--- src/rtl/matmul_row_ctrl_pkg.sv ---
// rtl/matmul_row_ctrl_pkg.sv - shared types and constants for the row MAC sequencer
//   Holds the sequencer state encoding, engine geometry (lanes, element and
//   row widths) and the default engine-result timeout.
package matmul_row_ctrl_pkg;

  typedef enum logic [2:0] {
    ST_IDLE    = 3'd0,
    ST_ISSUE   = 3'd1,
    ST_WAIT    = 3'd2,
    ST_CAPTURE = 3'd3,
    ST_WRITE   = 3'd4
  } state_e;

  localparam int DIM         = 8;
  localparam int ELEM_W      = 8;
  localparam int ROW_W       = 64;
  localparam int TIMEOUT_DEF = 64;

endpackage

--- src/rtl/matmul_row_ctrl.sv ---
// rtl/matmul_row_ctrl.sv - sequencer feeding A/B operands to the 8-lane MAC engine
//   Ports:
//     clk_i, rstn_i              clock, asynchronous active-low reset
//     start_i / busy_o / done_o  job start, job in progress, end-of-job pulse
//     err_o                      sticky engine timeout, cleared on accepted start
//     a_rd_o/a_addr_o/a_data_i   A buffer read (row*8+k), data one cycle later
//     b_rd_o/b_addr_o/b_data_i   B buffer read (row k), data one cycle later
//     eng_*_o                    enable, beat valid, A scalar and B row to engine
//     eng_valid_i/eng_result_i   engine result pulse, result row on next cycle
//     c_wr_o/c_addr_o/c_data_o   result write request held until c_ready_i
module matmul_row_ctrl
  import matmul_row_ctrl_pkg::*;
#(
  parameter int M       = 8,
  parameter int TIMEOUT = TIMEOUT_DEF
) (
  input  logic              clk_i,
  input  logic              rstn_i,
  input  logic              start_i,
  output logic              busy_o,
  output logic              done_o,
  output logic              err_o,
  output logic              a_rd_o,
  output logic [5:0]        a_addr_o,
  input  logic [ELEM_W-1:0] a_data_i,
  output logic              b_rd_o,
  output logic [2:0]        b_addr_o,
  input  logic [ROW_W-1:0]  b_data_i,
  output logic              eng_en_o,
  output logic              eng_valid_o,
  output logic [ELEM_W-1:0] eng_din1_o,
  output logic [ROW_W-1:0]  eng_din2_o,
  input  logic              eng_valid_i,
  input  logic [ROW_W-1:0]  eng_result_i,
  output logic              c_wr_o,
  output logic [2:0]        c_addr_o,
  output logic [ROW_W-1:0]  c_data_o,
  input  logic              c_ready_i
);

  localparam int ROW_CW = (M > 1) ? $clog2(M) : 1;
  localparam int TMO_W  = (TIMEOUT > 1) ? $clog2(TIMEOUT) : 1;

  state_e              state_q, state_d;
  logic [2:0]          k_q, k_d;
  logic [ROW_CW-1:0]   row_q, row_d;
  logic [TMO_W-1:0]    tmo_q, tmo_d;
  logic                err_q, err_d;
  logic                done_q, done_d;
  logic                ev_q, ev_d;
  logic [2:0]          c_addr_q, c_addr_d;
  logic [ROW_W-1:0]    c_data_q, c_data_d;

  always_ff @(posedge clk_i or negedge rstn_i) begin
    if (!rstn_i) begin
      state_q  <= ST_IDLE;
      k_q      <= '0;
      row_q    <= '0;
      tmo_q    <= '0;
      err_q    <= 1'b0;
      done_q   <= 1'b0;
      ev_q     <= 1'b0;
      c_addr_q <= '0;
      c_data_q <= '0;
    end else begin
      state_q  <= state_d;
      k_q      <= k_d;
      row_q    <= row_d;
      tmo_q    <= tmo_d;
      err_q    <= err_d;
      done_q   <= done_d;
      ev_q     <= ev_d;
      c_addr_q <= c_addr_d;
      c_data_q <= c_data_d;
    end
  end

  always_comb begin
    state_d  = state_q;
    k_d      = k_q;
    row_d    = row_q;
    tmo_d    = tmo_q;
    err_d    = err_q;
    done_d   = 1'b0;
    c_addr_d = c_addr_q;
    c_data_d = c_data_q;
    // A read issued this cycle returns data next cycle; that cycle carries the beat.
    ev_d     = (state_q == ST_ISSUE);

    case (state_q)
      ST_IDLE: begin
        if (start_i) begin
          err_d   = 1'b0;
          row_d   = '0;
          k_d     = '0;
          state_d = ST_ISSUE;
        end
      end
      ST_ISSUE: begin
        k_d = k_q + 3'd1;
        if (k_q == 3'(DIM - 1)) begin
          tmo_d   = '0;
          state_d = ST_WAIT;
        end
      end
      ST_WAIT: begin
        if (eng_valid_i) begin
          state_d = ST_CAPTURE;
        end else if (tmo_q == TMO_W'(TIMEOUT - 1)) begin
          err_d   = 1'b1;
          done_d  = 1'b1;
          state_d = ST_IDLE;
        end else begin
          tmo_d = tmo_q + TMO_W'(1);
        end
      end
      ST_CAPTURE: begin
        c_data_d = eng_result_i;
        c_addr_d = 3'(row_q);
        state_d  = ST_WRITE;
      end
      ST_WRITE: begin
        if (c_ready_i) begin
          if (row_q == ROW_CW'(M - 1)) begin
            done_d  = 1'b1;
            state_d = ST_IDLE;
          end else begin
            row_d   = row_q + ROW_CW'(1);
            k_d     = '0;
            state_d = ST_ISSUE;
          end
        end
      end
      default: state_d = ST_IDLE;
    endcase
  end

  assign busy_o      = (state_q != ST_IDLE);
  assign done_o      = done_q;
  assign err_o       = err_q;
  assign a_rd_o      = (state_q == ST_ISSUE);
  assign b_rd_o      = (state_q == ST_ISSUE);
  assign a_addr_o    = {3'(row_q), k_q};
  assign b_addr_o    = k_q;
  assign eng_en_o    = busy_o;
  // The buffer outputs are already registered, so the beat is forwarded in the
  // cycle the data appears; gating by ev_q drops stale data after reset or a row.
  assign eng_valid_o = ev_q;
  assign eng_din1_o  = ev_q ? a_data_i : '0;
  assign eng_din2_o  = ev_q ? b_data_i : '0;
  assign c_wr_o      = (state_q == ST_WRITE);
  assign c_addr_o    = c_addr_q;
  assign c_data_o    = c_data_q;

endmodule

--- config.mk ---
export PLATFORM = sky130hd
export DESIGN_NAME = matmul_row_ctrl
export DESIGN_NICKNAME = d
export VERILOG_FILES = /design/src/rtl/matmul_row_ctrl_pkg.sv /design/src/rtl/matmul_row_ctrl.sv
export SDC_FILE = /design/constraint.sdc
export NUM_CORES = 1
export LEC_CHECK = 0
export CAP_MARGIN = 20
export CORE_AREA = 2 2 114 116
export CTS_CLUSTER_DIAMETER = 120
export DETAILED_ROUTE_END_ITERATION = 8
export DIE_AREA = 0 0 116 118
export GPL_ROUTABILITY_DRIVEN = 1
export PLACE_DENSITY = 0.76
export SETUP_SLACK_MARGIN = 0.2
export SLEW_MARGIN = 40
export SYNTH_ARGS = -nofsm -noshare
export SYNTH_HDL_FRONTEND = slang
export SYNTH_SLANG_ARGS = --single-unit
--- constraint.sdc ---
create_clock -name clk_i -period 2.25 [get_ports clk_i]
set_input_delay 0.45 -clock clk_i [delete_from_list [all_inputs] [get_ports clk_i]]
set_output_delay 0.45 -clock clk_i [all_outputs]
set_load 0.1 [all_outputs]
Yosys cells after proc, flatten, opt, wreduce, memory -nomap -nowiden
Index checks and enable logic that the tools add are counted.
W data, S select, Z words.
- output and inout port bits: 156
- register bits: 85
- logic and storage cells: 67
- add/subtract/negate cells: 3
- equal/unequal tests: 15
- mux-type cells: 29
- reduce and logical (&&, ||, !) cells: 11
- operators by type and width (operator ; count):
    $mux W64 ; 1
    $mux W3 ; 10
    $reduce_and A4 Y1 ; 5
    $mux W6 ; 3
    $pmux W3 S5 ; 1
    $pmux W6 S2 ; 1
    $ne A2 B2 Y1 const B ; 5
    $eq A3 B3 Y1 const B ; 3
    $pmux W3 S3 ; 1
    $mux W1 ; 8
    $mux W8 ; 1
    $add A3 B1 Y3 const B ; 2
    $add A6 B1 Y6 const B ; 1
    $eq A3 B2 Y1 const B ; 2
    $eq A6 B6 Y1 const B ; 1
    $pmux W3 S2 ; 1
    $reduce_bool A2 Y1 ; 3
    $reduce_bool A3 Y1 ; 2
    $ne A2 B1 Y1 const B ; 2
    $pmux W1 S2 ; 2
    $eq A3 B1 Y1 const B ; 1
    $logic_not A3 Y1 ; 1
    $ne A3 B3 Y1 const B ; 1

Depth between registers and ports, before layout
- depth after elaboration: 4
- depth in mapped cells: 6

Least setup slack after synthesis
No wires, ideal clock.
- kind: flip-flop to output port
- start: register state_q[1]
- end: output b_rd_o
- setup slack: -0.569 ns
- data arrival time: 2.369 ns
- required time: 1.800 ns
- path buffers: 2
- cell stages (with the launch flop): 4
- path through: dfrtp_1 -> buf_4 -> nor3b_2 -> buf_4
- longest elaborated chain between the ends: 1
- ends and longest elaborated chain (what ; line ; source):
    from (decl) ; matmul_row_ctrl.sv:44 ; state_e state_q, state_d;
    from (signal assigned) ; matmul_row_ctrl.sv:66 ; state_q <= state_d;
    $eq A3 B1 Y1 ; n/a ;
    to (decl) ; matmul_row_ctrl.sv:26 ; output logic b_rd_o,
No other way between the ends.

Worst setup path after layout
- start: register state_q[1]
- end: output c_wr_o
- longest elaborated chain between the ends: 1
- ends and longest elaborated chain (what ; line ; source):
    $eq A3 B3 Y1 ; matmul_row_ctrl.sv:151 ; assign c_wr_o = (state_q == ST_WRITE);
    to (decl) ; matmul_row_ctrl.sv:35 ; output logic c_wr_o,
No other way between the ends.

==> metrics <==
status=finished, final reports clean; register area share after synthesis=between 50% and 60%; Syn Nets=about 460; core area=between 10000 and 15000 um2; P&R area growth vs syn=108%; Critical R2R Launch=row_q[0]; nets=between 700 and 800; Distinct cells, synth=36; Synth Area in Compound Gates=under 10%; HP Class=primary input to async pin; CTS clk-pin slew, worst paths=0.06 ns; Final Non-Filler Cells=~800; global route overflow=0; detailed router's first-iteration violation count=201; fillers=roughly 900; vias per cell=4.54; Synth Warn #=0; CP max FO=9; max-cap violation count=0; share of post-route cells with drive strength above 1=approximately 55%; first-pass GRT wire length=21500 um; Die Area=between 10000 and 15000 um2; count leader, synth=dfrtp_1; vias in the first global route=about 3800; post-route ant nets=0; Avg Cell Area, Syn=12.5 um2; Cells after DPL=~770; clk root buf=clkbuf_16; synth top area cells=dfrtp_1 54%, mux2_2 19%, and2_1 11%, ha_1 1.6%, buf_4 1.3%; crit-path max cell delay=~0.53 ns; Clock Skew=approximately 0.0036 ns; hpwl dp=11400 um; RSZ-0062 raised after global routing=yes; Die W=116 um; Total Routed Length=approximately 14000 um; Startpoint Class=flop; FF-to-FF End=b_addr_o[2]; critical path class=flop to output pin; Starting Density=about a third; Crit-path slowest cell=dfrtp_1; Crit path required time=1.80 ns; Slew @ Worst Pin=approximately 0.5 ns; CTS tree=done; routed wire length per instance=18.2 um; critical path depth in cells=4; Setup TNS=0 ns; Crit. End Element=output pin; top cell type by total area after synthesis=dfrtp_1; Clock Tree Buf Depth=2; crit-path cells=nor2_4, nand2_1, inv_1, buf_12; Die Height=around 120 um; Slew Limit Headroom=approximately 67%; Post-CTS Hold Buffers=0; Synth Register Bits=85; delay-heaviest family, CP=flip-flops; Num CTS Buffers=9; Mapped Cells=about 320; worst skew pair latency=approximately 0.33 ns; top cell type's share of synthesized area=54.2%; Reg area=between 2000 and 2500 um2; initial antenna violation count=0; FP Rows=a little over 40; Synth Area in XOR/XNOR=0.446%; Final Cycle Share=87.7%; CTS Sinks=85; worst-case reg-to-reg path depth=5; EDFF count, synth=0; netlist area before placement=roughly 4000 um2; Fmax achieved=around 0.51 GHz; htree depth=3; most frequent cells after synthesis=85 x dfrtp_1, 72 x and2_1, 68 x mux2_2, 10 x nand2_1, 8 x clkbuf_1; Ports=approximately 300; DRC=0; Final Hold Vio Count=0; gr usage total=roughly a fifth; largest net degree at the start of global routing=between 70 and 80; DRT Pass-1 Iters=4; critical path endpoint=c_wr_o; Top FF cell, synth=dfrtp_1; Post-Synth Simple-Gate Area=approximately 16%; Port-buffer cells=about 300; CP arrival=about 1.5 ns; Post-synth ARST share=100%; via count=approximately 3600; max-slew violation count=0; fin crit period=1.97 ns; Setup-failing EPs final=0; Adder-Cell Fraction of Synth Area=under 10%; Worst Setup SP=state_q[1]; Worst Path Buf+Inv=2; multi-input logic area=approximately 1900 um2; flop2flop setup slack=approximately 0.33 ns; mux contribution to synthesized area=between 10% and 20%; n_diodes=0; Final Wtd Congestion=between 0.8 and 0.9; main combinational cell family by area after synthesis=multiplexers
-- flip-flops by register name, summed over array words and instances, names as in the netlist --
register / cells
done_o: 1
state_q: 3
c_data_o: 64
row_q: 3
err_o: 1
tmo_q: 6
eng_valid_o: 1
c_addr_o: 3
b_addr_o: 3
-- cells by family (layout without fill, tap and decap cells) --
kind of cell,count (synthesis),after routing
AO/OA/AOI/OAI,25,25
flip-flops,85,85
AND/OR/NAND/NOR,102,102
multiplexers,69,69
XOR/XNOR,2,2
adder cells (fa/ha/maj),5,5
buffers and inverters,27,323
-- what timing repair did --
item	4_1_cts	5_1_grt
resized for setup	1	2
setup endpoints to repair	3	3
buffers inserted	2	0
-- routing by layer --
layer  GRT usage (%)  routed length, um  up-vias
met5               0                  0        -
met2            34.9               7070      197
met3            8.19               1510       22
li1                -                  -     1645
met4            8.04                414        0
met1            23.3               5280     1694
-- cell usage in the layout (no fill, tap or decap), drive strengths merged, types with 2 or more instances in the layout --
cell / n
nand2: 10
dfrtp: 85
or3b: 2
clkbuf: 11
o21ai: 7
nor3: 2
a22o: 4
ha: 5
o22ai: 2
clkinv: 4
and2: 72
a21oi: 6
nor2: 4
clkdlybuf4s50: 139
mux2: 68
o211ai: 2
inv: 4
nand3: 4
and3: 2
xnor2: 2
buf: 164
-- worst min-delay path by stage --
stage,startpoint,to,slack [ns],depth (start not counted)
after global routing,rstn_i,c_data_o[61],0.11,1
final,rstn_i,c_data_o[51],0.07,1
after global placement,rstn_i,c_data_o[56],0.43,1
after floorplan,rstn_i,b_addr_o[0],0.15,0
after CTS,rstn_i,c_data_o[56],0.08,1
after detailed placement,rstn_i,c_data_o[56],0.45,1
-- per-stage QoR --
step	setup WS [ns]	area, um2	utilization (%)	hold WS [ns]
after detailed placement	0.254	7850	63.2	0.445
after global routing	0.178	8180	65.9	0.106
after global placement	0.290	7850	63.2	0.433
after floorplan	0.0258	4130	-	0.154
after CTS	0.240	8170	65.8	0.0796
final	0.277	8180	65.9	0.0743
-- layout make-up --
cell class,instances,area share [%]
Inverter,4,0.184
Clock buffer,11,2.97
Tap cell,172,2.63
Timing Repair Buffer,303,44.8
Sequential cell,85,26.1
Multi-Input combinational cell,203,22.7
Clock inverter,5,0.612
Power is left out: the tool's default activity adds up to more than one toggle a clock period on the data nets, which glitch-free logic cannot reach.
